===== src/rtl/lane_event_arbiter_if.sv =====
// Event stream from the lane arbiter to the hit-judgement unit.
// Latency: none (wires only). Backpressure: consumer holds ev_ready low to stall the producer.
// Optional release events are carried on ev_release (driven only with LANE_RELEASE_EVT_EN).
interface lane_event_arbiter_if #(
    parameter int LANES = 4,
    parameter int TS_W  = 16
) ();
    localparam int LW = (LANES > 1) ? $clog2(LANES) : 1;

    logic            ev_valid;
    logic            ev_ready;
    logic [LW-1:0]   ev_lane;
    logic [TS_W-1:0] ev_time;
    logic            ev_release;

    modport master (
        output ev_valid,
        output ev_lane,
        output ev_time,
        output ev_release,
        input  ev_ready
    );

    modport slave (
        input  ev_valid,
        input  ev_lane,
        input  ev_time,
        input  ev_release,
        output ev_ready
    );
endinterface


===== src/rtl/lane_event_arbiter.sv =====
// Lane key edges -> timestamped events, round-robin onto one stream (release events with LANE_RELEASE_EVT_EN).
// Latency: rising key sampled at edge N is pending at N, on the stream after N+1 when the output is empty.
// Backpressure: output holds while ev_ready=0; one pending slot per requester, extra edges set sticky overflow.
module lane_event_arbiter #(
    parameter int LANES = 4,
    parameter int TS_W  = 16
) (
    input  logic             clk,
    input  logic             rst_n,
    input  logic             enable_i,
    input  logic             tick_i,
    input  logic [LANES-1:0] key_in_i,
    input  logic             clr_ovf_i,
    output logic [TS_W-1:0]  game_time_o,
    output logic [LANES-1:0] overflow_o,
    lane_event_arbiter_if.master ev
);

`ifdef LANE_RELEASE_EVT_EN
    localparam int SLOTS_PER_LANE = 2;
`else
    localparam int SLOTS_PER_LANE = 1;
`endif
    localparam int NREQ = LANES * SLOTS_PER_LANE;
    localparam int PW   = (NREQ > 1) ? $clog2(NREQ) : 1;
    localparam int LW   = (LANES > 1) ? $clog2(LANES) : 1;

    typedef enum logic {
        IDLE = 1'b0,
        HOLD = 1'b1
    } state_t;

    state_t            state_q;
    logic [LANES-1:0]  key_q;
    logic [TS_W-1:0]   game_time_q;
    logic [NREQ-1:0]   pend_q;
    logic [NREQ-1:0]   pend_d;
    logic [TS_W-1:0]   ts_q [NREQ];
    logic [LANES-1:0]  ovf_q;
    logic [PW-1:0]     ptr_q;
    logic [LW-1:0]     ev_lane_q;
    logic [TS_W-1:0]   ev_time_q;
    logic              ev_rel_q;

    logic [LANES-1:0]  press;
    logic [NREQ-1:0]   slot_edge;
    logic [NREQ-1:0]   load_hit;
    logic [NREQ-1:0]   drop;
    logic [LANES-1:0]  ovf_set;
    logic              load_ok;
    logic              sel_found;
    logic [PW-1:0]     sel_idx;
    logic [PW-1:0]     cand;
    logic [LW-1:0]     sel_lane;
    logic              sel_rel;

    assign press = key_in_i & ~key_q & {LANES{enable_i}};

`ifdef LANE_RELEASE_EVT_EN
    logic [LANES-1:0] release_edge;
    assign release_edge = ~key_in_i & key_q & {LANES{enable_i}};

    // Slot order per lane is press then release, so the scan interleaves them.
    always_comb begin
        slot_edge = '0;
        for (int l = 0; l < LANES; l++) begin
            slot_edge[2*l]   = press[l];
            slot_edge[2*l+1] = release_edge[l];
        end
    end

    assign sel_lane = sel_idx[PW-1:1];
    assign sel_rel  = sel_idx[0];
`else
    always_comb begin
        slot_edge = '0;
        for (int l = 0; l < LANES; l++) begin
            slot_edge[l] = press[l];
        end
    end

    assign sel_lane = sel_idx;
    assign sel_rel  = 1'b0;
`endif

    assign load_ok = (state_q == IDLE) || ev.ev_ready;

    // First pending slot strictly after the last grant, wrapping around.
    always_comb begin
        sel_found = 1'b0;
        sel_idx   = '0;
        cand      = '0;
        for (int i = 1; i <= NREQ; i++) begin
            cand = PW'((int'(ptr_q) + i) % NREQ);
            if (!sel_found && pend_q[cand]) begin
                sel_found = 1'b1;
                sel_idx   = cand;
            end
        end
    end

    // A slot emptied by this cycle's load can accept a new edge immediately.
    always_comb begin
        ovf_set = '0;
        for (int r = 0; r < NREQ; r++) begin
            load_hit[r] = load_ok && sel_found && (sel_idx == PW'(r));
            drop[r]     = slot_edge[r] && pend_q[r] && !load_hit[r];
            pend_d[r]   = (pend_q[r] && !load_hit[r]) || slot_edge[r];
            if (drop[r]) begin
                ovf_set[r / SLOTS_PER_LANE] = 1'b1;
            end
        end
    end

    always_ff @(posedge clk or negedge rst_n) begin
        if (!rst_n) begin
            key_q       <= '0;
            game_time_q <= '0;
            pend_q      <= '0;
            ovf_q       <= '0;
            for (int r = 0; r < NREQ; r++) begin
                ts_q[r] <= '0;
            end
        end else begin
            key_q  <= key_in_i;
            pend_q <= pend_d;
            ovf_q  <= (ovf_q & ~{LANES{clr_ovf_i}}) | ovf_set;
            if (tick_i) begin
                game_time_q <= game_time_q + TS_W'(1);
            end
            for (int r = 0; r < NREQ; r++) begin
                if (slot_edge[r] && !drop[r]) begin
                    ts_q[r] <= game_time_q;
                end
            end
        end
    end

    always_ff @(posedge clk or negedge rst_n) begin
        if (!rst_n) begin
            state_q   <= IDLE;
            ptr_q     <= PW'(NREQ - 1);
            ev_lane_q <= '0;
            ev_time_q <= '0;
            ev_rel_q  <= 1'b0;
        end else begin
            if (load_ok && sel_found) begin
                state_q   <= HOLD;
                ptr_q     <= sel_idx;
                ev_lane_q <= sel_lane;
                ev_time_q <= ts_q[sel_idx];
                ev_rel_q  <= sel_rel;
            end else if (state_q == HOLD && ev.ev_ready) begin
                state_q <= IDLE;
            end
        end
    end

    assign ev.ev_valid   = (state_q == HOLD);
    assign ev.ev_lane    = ev_lane_q;
    assign ev.ev_time    = ev_time_q;
    assign ev.ev_release = ev_rel_q;
    assign game_time_o   = game_time_q;
    assign overflow_o    = ovf_q;

endmodule


===== src/flat_wrapper.sv =====
// flat-port wrapper written by rule: the top's interface ports become plain ports
module lane_event_arbiter_flat 
#(
    parameter int LANES = 4,
    parameter int TS_W  = 16
)
  (clk, rst_n, enable_i, tick_i, key_in_i, clr_ovf_i, game_time_o, overflow_o, ev_ev_valid, ev_ev_lane, ev_ev_time, ev_ev_release, ev_ev_ready);
  lane_event_arbiter_if #(.LANES(LANES), .TS_W(TS_W)) ev_i ();
  input  logic clk;
  input  logic rst_n;
  input  logic enable_i;
  input  logic tick_i;
  input  logic [LANES-1:0] key_in_i;
  input  logic clr_ovf_i;
  output logic [TS_W-1:0] game_time_o;
  output logic [LANES-1:0] overflow_o;
  output wire logic [$bits(ev_i.ev_valid)-1:0] ev_ev_valid;
  output wire logic [$bits(ev_i.ev_lane)-1:0] ev_ev_lane;
  output wire logic [$bits(ev_i.ev_time)-1:0] ev_ev_time;
  output wire logic [$bits(ev_i.ev_release)-1:0] ev_ev_release;
  input wire logic [$bits(ev_i.ev_ready)-1:0] ev_ev_ready;
  assign ev_ev_valid = ev_i.ev_valid;
  assign ev_ev_lane = ev_i.ev_lane;
  assign ev_ev_time = ev_i.ev_time;
  assign ev_ev_release = ev_i.ev_release;
  assign ev_i.ev_ready = ev_ev_ready;
  lane_event_arbiter #(.LANES(LANES), .TS_W(TS_W)) u_core (.clk(clk), .rst_n(rst_n), .enable_i(enable_i), .tick_i(tick_i), .key_in_i(key_in_i), .clr_ovf_i(clr_ovf_i), .game_time_o(game_time_o), .overflow_o(overflow_o), .ev(ev_i));
endmodule

===== config.mk =====
export PLATFORM = sky130hd
export DESIGN_NAME = lane_event_arbiter_flat
export DESIGN_NICKNAME = d
export VERILOG_FILES = /design/src/rtl/lane_event_arbiter_if.sv /design/src/rtl/lane_event_arbiter.sv /design/src/flat_wrapper.sv
export SDC_FILE = /design/constraint.sdc
export NUM_CORES = 1
export LEC_CHECK = 0
export ABC_AREA = 1
export ABC_CLOCK_PERIOD_IN_PS = 2800
export CAP_MARGIN = 20
export CORE_MARGIN = 3
export CORE_UTILIZATION = 30
export CTS_BUF_LIST = sky130_fd_sc_hd__clkbuf_16
export DETAILED_ROUTE_END_ITERATION = 8
export PLACE_DENSITY_LB_ADDON = 0.1
export SYNTH_ARGS = -nofsm -noshare
export SYNTH_HDL_FRONTEND = slang
export SYNTH_SLANG_ARGS = --single-unit

===== constraint.sdc =====
create_clock -name clk -period 2.8 [get_ports clk]
set_input_delay 0.42 -clock clk [delete_from_list [all_inputs] [get_ports clk]]
set_output_delay 0.42 -clock clk [all_outputs]
set_load 0.005 [all_outputs]

* Word-level counts from Yosys, hierarchy flattened
Cells that the tools add are included. Widths: inputs -> output; s select.
Cells by class: add/subtract/negate cells 5, $lt $le $gt $ge 5, equality and inequality tests 3, muxes and demuxes 25, bitwise gates (word level) 8, reduce and logical (&&, ||, !) cells 43
Operators with widths (number):
- $bmux 16 s2 | 1
- $mux 16 | 2
- $logic_and 1x1->1 | 25
- $add 16x1->16 const B | 1
- $mux 1 | 14
- $and 4x4->4 | 3
- $lt 2x3->1 const B | 4
- $logic_not 1->1 | 11
- $bmux 1 s2 | 4
- $mux 2 | 4
- $not 4->4 | 2
- $logic_or 1x1->1 | 5
- $add 2x1->2 const B | 2
- $add 2x2->2 const B | 2
- $eq 2x2->1 const B | 2
- $or 4x4->4 | 1
- $ge 3x3->1 const B | 1
- $not 2->3 | 1
- $eq 2x1->1 const B | 1
- $logic_not 2->1 | 1
- $reduce_bool 2->1 | 1
- $not 1->1 | 1
Storage, ports and cells: bits in registers 113, output and inout bits 40, logic and storage cells 101

* Longest topological paths before layout
Gate-level depths: netlist of run 1.
depth after elaboration 19, gate-level depth with buffers 17, gate-level depth less buffers 14

* Worst setup path after synthesis of run 1
Ideal clock, no wire load.
path kind flip-flop to flip-flop, start register u_core.ptr_q[0], end register u_core.ts_q[21] (netlist name), data arrival time 2.143 ns, setup slack 0.540 ns, cell stages (with the launch flop) 17, buffers on the path 3, period minus slack after synthesis 2.260 ns, cells stage by stage dfstp_2 > buf_6 > inv_2 > buf_6 > nand2_1 > nand2_2 > nand2_2 > nand2_2 > nor2_8 > nand4_2 > nand2_4 > nand2_2 > o21ai_4 > nand2_4 > buf_6 > nand2_1 > nand2_1
On the way: word-level cells in the longest chain between the ends 19, elaborated cells between the ends (all ways) 33
Ends and longest elaborated chain:
- from (decl) | RTL line lane_event_arbiter.sv:40 | logic [PW-1:0] ptr_q;
- from (signal assigned) | RTL line lane_event_arbiter.sv:142 | ptr_q <= PW'(NREQ - 1);
- from (signal assigned) | RTL line lane_event_arbiter.sv:149 | ptr_q <= sel_idx;
- $add 2x1->2 | RTL line lane_event_arbiter.sv:94 | cand = PW'((int'(ptr_q) + i) % NREQ);
- $bmux 1 s2 | RTL line lane_event_arbiter.sv:95 | if (!sel_found && pend_q[cand]) begin
- $mux 1 (not written as such) | RTL line lane_event_arbiter.sv:95
- $mux 1 | RTL line lane_event_arbiter.sv:95
- $logic_not 1->1 | RTL line lane_event_arbiter.sv:95
- $logic_and 1x1->1 | RTL line lane_event_arbiter.sv:95
- $mux 1 | RTL line lane_event_arbiter.sv:95
- $logic_not 1->1 | RTL line lane_event_arbiter.sv:95
- [3 not listed]
- $logic_and 1x1->1 | RTL line lane_event_arbiter.sv:95
- $mux 2 or $mux 1 (tied branches) | RTL line lane_event_arbiter.sv:95
- $eq 2x2->1 or $logic_and 1x1->1 (tied branches) | RTL line lane_event_arbiter.sv:106 | load_hit[r] = load_ok && sel_found && (sel_idx == PW'(r));
- $logic_and 1x1->1 * | RTL line lane_event_arbiter.sv:106
- $logic_not 1->1 * | RTL line lane_event_arbiter.sv:107 | drop[r] = slot_edge[r] && pend_q[r] && !load_hit[r];
- $logic_and 1x1->1 * | RTL line lane_event_arbiter.sv:107
- $logic_not 1->1 * | RTL line lane_event_arbiter.sv:132 | if (slot_edge[r] && !drop[r]) begin
- $logic_and 1x1->1 * | RTL line lane_event_arbiter.sv:132
- to (signal, indexed assignment) | RTL line lane_event_arbiter.sv:133 | ts_q[r] <= game_time_q;
- to (decl) | RTL line lane_event_arbiter.sv:38 | logic [TS_W-1:0] ts_q [NREQ];
Mark *: on every way between the ends. The rest lies on a longest branch, timed or not. The select of a mux whose other input is x is not followed. A chain may end at the register's enable or synchronous reset.

* Worst setup path in the final report of run 1
start register u_core.ptr_q[0], end register u_core.ev_time_q[15] (netlist: u_core.ev.ev_time[15])
On the way: word-level cells in the longest chain between the ends 17, elaborated cells between the ends (all ways) 31
Ends and longest elaborated chain:
- $add 2x1->2 | RTL line lane_event_arbiter.sv:94
- $bmux 1 s2 | RTL line lane_event_arbiter.sv:95
- $mux 1 (not written as such) | RTL line lane_event_arbiter.sv:95
- $mux 1 | RTL line lane_event_arbiter.sv:95
- $logic_not 1->1 | RTL line lane_event_arbiter.sv:95
- $logic_and 1x1->1 | RTL line lane_event_arbiter.sv:95
- $mux 1 | RTL line lane_event_arbiter.sv:95
- $logic_not 1->1 | RTL line lane_event_arbiter.sv:95
- $logic_and 1x1->1 | RTL line lane_event_arbiter.sv:95
- $mux 1 | RTL line lane_event_arbiter.sv:95
- $logic_not 1->1 | RTL line lane_event_arbiter.sv:95
- $logic_and 1x1->1 | RTL line lane_event_arbiter.sv:95
- $mux 2 | RTL line lane_event_arbiter.sv:95
- $not 2->3 (not written as such) | RTL line lane_event_arbiter.sv:151 | ev_time_q <= ts_q[sel_idx];
- $bmux 16 s2 | RTL line lane_event_arbiter.sv:151
- $mux 16 (not written as such) (2 in a row) | RTL line lane_event_arbiter.sv:151
- to (signal assigned) | RTL line lane_event_arbiter.sv:151
- to (decl) | RTL line lane_event_arbiter.sv:42 | logic [TS_W-1:0] ev_time_q;
Parallel ways exist; a longest one is shown, timed or not. The select of a mux whose other input is x is not followed.

==> run metrics, run 1 <==
mean number of vias per cell ~4.7; family with the most delay on the worst path simple AND/OR/NAND/NOR gates; final period utilization 0.9014; crit end category register; number of nets in the layout 738; Clock Power Share 0.213; leading area contributor after synthesis dfrtp_1; wire length per cell roughly 16 µm; vias in the first global route ~4,600; VDD IR max 634.1 µV; first-iteration detailed-routing DRC count roughly 310; LEAKAGE around 3.5 nW; chip width roughly 140 µm; max frequency just under 400 MHz; met3 routed WL ~510 µm; GR Overflow Total 0; Yosys warnings 0; pin count of the biggest net entering global routing 50; hold crit path type in -> async; CTS tree done; setup ws final around 0.28 ns; port buffer count between 40 and 50; Worst R2R Path Depth 12; P_int about 5.4 mW; WL met2 about 7000 µm; Met1 Routed Length between 7000 and 8000 µm; critical path type reg -> reg; Reg power frac 0.273; clk buf depth 2; Sink Count 113; final wirelength 15,040 µm; Final Non-Filler Cells between 900 and 1,000; CTS Buf Count 17; fill count roughly 1,800; Switching Share 0.4544; worst path arrival time around 2.8 ns; first-pass GRT wire length 25,030 µm; commonest non-fill, non-tap cell in the layout nand2_1; Final Hold Fails 0; dpl hpwl about 10,000 µm; register bit total from synthesis around 110; most frequent cells in the layout 237 x nand2_1, 111 x dfrtp_1, 98 x nand3_1; io pins 50; DR DRC count 0; root buffer cell clkbuf_16; # Post-CTS Setup Buffers 0; Total Die Area between 0.02 and 0.025 mm²; top routing layer used met4; WP buf/inv 2; Top cell by count, worst path nand2_1; n_diodes 0; placed instance count 937; setup TNS 0 ns; post-synth cell types 34; combinational share of power 0.514; Net Switching roughly 4.5 mW; crit-path max cell delay between 0.6 and 0.7 ns; Rel. slew slack 0.5520; syn_nets 689; Worst setup SP type register; setup violators final 0; Mapped Cells about 680; Area Overhead vs Synth 23.56%; Total Routing Usage GR 0.1594; worst path cell trace inv_2 > nand2_1 > nand2_1 > nand2_2 > nand2_2 > nand2_1 > nand2_1 > nand2_2 > nand3_4 > buf_12 > o21ai_0 > nand3_1; max_cap viols 0; syn_area_per_cell 8.184 µm²; DRT Pass-1 Iters 5; Core Rows slightly below 50; die height between 100 and 150 µm; Clk Latency, worst-skew pair between 0.4 and 0.5 ns; Final GP Congestion roughly 0.78; Antenna Nets Post-Route 0; RSZ-0062 raised after global routing false; Worst-path clk slew ~0.050 ns; initial antenna violation count 0; Req. time, crit path 3.07 ns; synth top area cells dfrtp_1 50%, nand2_1 16%, nand3_1 8.8%, inv_1 5.2%, nand4_1 2.4%; layout cells sized above 1 0.1108; Max Fanout on Critical Path 33; slowest CP cell dfstp_2; via count roughly 4,500; Initial Utilization 0.3068; Yosys top cell area share 0.5006; max-slew violation count 0; mapped cell area ~0.0055 mm²; WHS between 0.03 and 0.04 ns; Tmin final 2.524 ns; final core utilization 0.3791; pwr dens around 1500 mW/mm²; Seq/Total Area, Yosys 0.5100; skew final ~0.0066 ns; status complete, no violations; Core Area roughly 0.018 mm²; CTS H-tree depth 4; Place WS 0.2174 ns; Levels on crit path 12; actual slew at the worst max-slew pin ~0.67 ns
==> metrics by stage <==
stage | power, mW | cell area (µm²)
2_1_floorplan | 6.157 | 5549
3_3_place_gp | 7.857 | 6272
3_5_place_dp | 7.928 | 6272
4_1_cts | 10.09 | 6852
5_1_grt | 10.89 | 6857
6_report | 9.970 | 6857
==> registers in the layout (all words and copies together) (netlist names) <==
| register | flops |
|---|---|
| u_core.ev.ev_valid | 1 |
| u_core.ev.ev_lane | 2 |
| u_core.overflow_o | 4 |
| u_core.key_q | 4 |
| u_core.pend_q | 4 |
| u_core.ev.ev_time | 16 |
| u_core.ptr_q | 2 |
| u_core.game_time_o | 16 |
| u_core.ts_q | 64 |
==> kinds of logic after synthesis <==
group,Yosys count,share of synthesized area
DFF,113,0.5100
muxes,1,0.002029
xor gates and xnor gates,13,0.02052
and+or+nand+nor,399,0.3342
other,1,0.0006758
AOI/OAI and AO/OA,37,0.04239
adders and majority gates,1,0.002254
buffers and inverters,113,0.08794
==> per-layer routing <==
layer / vias up / track usage
li1: 2259 / -
met1: 2151 / 0.2211
met2: 90 / 0.2512
met3: 16 / 0.03192
met4: 0 / 0.05152
met5: - / 0
==> synth_stat cells <==
cell and number:
a21oi_1 9, buf_1 4, buf_2 6, buf_4 5
buf_6 5, clkbuf_1 14, conb_1 1, dfrtp_1 111
dfstp_2 2, ha_1 1, inv_1 77, inv_2 2
mux2_2 1, nand2_1 237, nand2_2 15, nand2_4 6
nand3_1 98, nand3_2 2, nand3_4 2, nand3b_1 1
nand4_1 21, nand4_2 1, nand4_4 1, nor2_1 9
nor2_4 1, nor2_8 1, nor3_1 4, o211ai_1 8
o21ai_0 14, o21ai_2 1, o21ai_4 2, o22ai_1 3
xnor2_1 3, xor2_1 10
==> final timing paths <==
kind | startpoint | to | slack [ns]
max | u_core.ptr_q[0] | u_core.ev.ev_time[15] | 0.28
min | rst_n | u_core.ev.ev_lane[0] | 0.03
max reg2reg | u_core.ptr_q[0] | u_core.ev.ev_time[15] | 0.28
min reg2reg | u_core.key_q[3] | u_core.pend_q[3] | 0.46
max in group asynchronous | rst_n | u_core.ts_q[55] | 2.04
min in group clk | u_core.key_q[3] | u_core.pend_q[3] | 0.46
==> layout make-up <==
class	count	area (µm²)	share of cell area
well taps	229	286.5	0.04179
repair buffers	64	623.1	0.09088
clock buffers	17	425.4	0.06204
clock inverters	15	153.9	0.02245
multi-input cells	452	2241	0.3268
inverters	79	296.5	0.04325
flip-flops and latches	113	2830	0.4128
==> repair_timing <==
action / CTS / global route
endpoints found under the setup margin: 0 / 14
hold buffers: 0 / 0
resized for setup: 0 / 1
==> power groups by stage <==
stage,Combinational [mW],Sequential [mW],Clock (mW)
after floorplan,3.60,2.56,0
after global placement,5.12,2.73,0
after detailed placement,5.18,2.75,0
after global routing,5.84,2.80,2.25
after CTS,5.20,2.73,2.17
final,5.13,2.72,2.12
Note: power is estimated with default switching activity, not from simulation.
==> run 2: changes to the inputs <==
- CAP_MARGIN: 20 -> not set
- SETUP_SLACK_MARGIN: not set -> 0.4
==> run metrics, run 2 (synthesis gave the netlist of run 1 again) <==
status complete, no violations (unchanged); Worst-path clk slew 0.05 ns (about the same); worst path arrival time 2.63 ns (was 2.80 ns); Max Fanout on Critical Path 33 (unchanged); first-pass GRT wire length 25,140 µm (was 25,030 µm); mean number of vias per cell 4.689 (was 4.660); commonest non-fill, non-tap cell in the layout nand2_1 (unchanged); wire length per cell 15.77 µm (was 15.53 µm); Tmin final 2.343 ns (was 2.524 ns); R2R Path Start u_core.ptr_q[0] (unchanged); most frequent cells in the layout 231 x nand2_1, 109 x dfrtp_1, 98 x nand3_1 (was 237 x nand2_1, 111 x dfrtp_1, 98 x nand3_1); Worst setup SP type register (unchanged); Total Routing Usage GR 0.1601 (was 0.1594); clk buf depth 2 (unchanged); Total Die Area 0.02017 mm² (unchanged); pin count of the biggest net entering global routing 50 (unchanged); Sink Count 113 (unchanged); actual slew at the worst max-slew pin 0.6761 ns (was 0.6720 ns); DRT Pass-1 Iters 5 (unchanged); pwr dens 1525 mW/mm² (was 1454 mW/mm²); skew final 0.006111 ns (was 0.006608 ns); setup violators final 0 (unchanged); max_cap viols 0 (unchanged); Initial Utilization 0.3068 (unchanged); max-slew violation count 0 (unchanged); final core utilization 0.3986 (was 0.3791); max reg flops 64 (unchanged); Antenna Nets Post-Route 0 (unchanged); CTS Buf Count 17 (unchanged); n_diodes 0 (unchanged); io pins 50 (unchanged); LEAKAGE 3.660 nW (was 3.509 nW); VDD IR max 596.8 µV (was 634.1 µV); Final Hold Fails 0 (unchanged); number of nets in the layout 760 (was 738); chip width 142.0 µm (unchanged); Worst setup startpoint u_core.ptr_q[0] (unchanged); Rel. slew slack 0.5493 (was 0.5520); Top reg by flops u_core.ts_q (unchanged); CTS tree done (unchanged); Final GP Congestion 0.7790 (unchanged); Req. time, crit path 3.09 ns (was 3.07 ns); crit end category register (unchanged); hold crit path type in -> async (unchanged); GR Overflow Total 0 (unchanged); Final Non-Filler Cells 991 (was 969); dpl hpwl 10,370 µm (unchanged); Area Overhead vs Synth 29.92% (was 23.56%); CTS H-tree depth 4 (unchanged); final wirelength 15,620 µm (was 15,040 µm); Core Area 0.01809 mm² (unchanged); DR DRC count 0 (unchanged); via count 4,647 (was 4,516); placed instance count 937 (unchanged); die height 142.0 µm (unchanged); Core Rows 49 (unchanged); final period utilization 0.8366 (was 0.9014); setup TNS 0 ns (unchanged); initial antenna violation count 0 (unchanged); root buffer cell clkbuf_16 (unchanged); RSZ-0062 raised after global routing true (was false); critical path type reg -> reg (unchanged); first-iteration detailed-routing DRC count 324 (was 309); Clk Latency, worst-skew pair 0.42 ns (about the same); port buffer count 48 (unchanged); layout cells sized above 1 0.1535 (was 0.1108); max frequency 426.9 MHz (was 396.2 MHz); vias in the first global route 4,585 (was 4,561)
-- run 2: changes by cell type in the layout (fill, tap and decap cells not counted), sizes merged --
| cell | delta |
|---|---|
| nand2 | +1 |
| clkbuf | +1 |
| buf | +20 |
| inv | -1 |
| clkinvlp | +1 |
-- run 2: metal layers --
layer	vias up	global-route usage	wire, µm
met4	0	0.05152	199
li1	2306	-	-
met1	2232	0.2220	7720
met2	91	0.2527	7223
met3	18	0.03192	480
met5	-	0	0
-- run 2: metrics by stage --
| step | worst slack, ns | total power, mW | hold WS, ns | area, µm² |
|---|---|---|---|---|
| finish | 0.4575 | 10.99 | 0.03760 | 7209 |
| global route | 0.3281 | 11.90 | 0.07021 | 7209 |
| CTS | 0.4164 | 10.19 | 0.05222 | 6895 |
| detailed placement | 0.2174 | 7.928 | 0.4532 | 6272 |
| global placement | 0.2911 | 7.857 | 0.4482 | 6272 |
| floorplan | 0.5399 | 6.157 | 0.1244 | 5549 |
-- run 2: final timing paths --
path	cells past startpoint	slack, ns	to
worst max register to register	11	0.46	u_core.ev.ev_time[12]
min in group clk	1	0.46	u_core.pend_q[3]
worst min-delay path	1	0.04	u_core.ev.ev_lane[0]
worst min register to register	1	0.46	u_core.pend_q[3]
worst max-delay path	11	0.46	u_core.ev.ev_time[12]
max in group asynchronous	2	2.03	u_core.game_time_o[0]
-- run 2: what timing repair did --
item,in CTS,in global routing
gates resized for setup,3,38
setup endpoints to repair,76,85
pin swaps,1,17
gates cloned,0,2
setup buffers,4,16
hold buffers,0,0
-- run 2: cell type report --
| type | instances | area [µm²] |
|---|---|---|
| clock buffer | 17 | 425.4 |
| clock inverter | 15 | 153.9 |
| fill | 1801 | 10880 |
| inverter | 79 | 312.8 |
| multi-input combinational | 453 | 2338 |
| sequential | 113 | 2833 |
| tap | 229 | 286.5 |
| timing repair buffer | 85 | 859.6 |
-- run 2: report_power, final --
part | switching, mW | internal, mW | total, mW
registers | 0.509 | 2.23 | 2.74
logic | 3.65 | 2.49 | 6.13
clock network | 0.747 | 1.37 | 2.12
-- run 2: critical path, cell delays in order, from the launching register on --
cell      delay (ns)
dfstp_2         0.61
buf_4           0.15
nand2_1         0.07
nand2_2         0.12
nand2_2         0.09
nand2_4         0.10
nand4_1         0.10
nand2_2         0.12
nand3_4         0.18
buf_12          0.23
o211ai_1        0.32
nand3_1         0.12
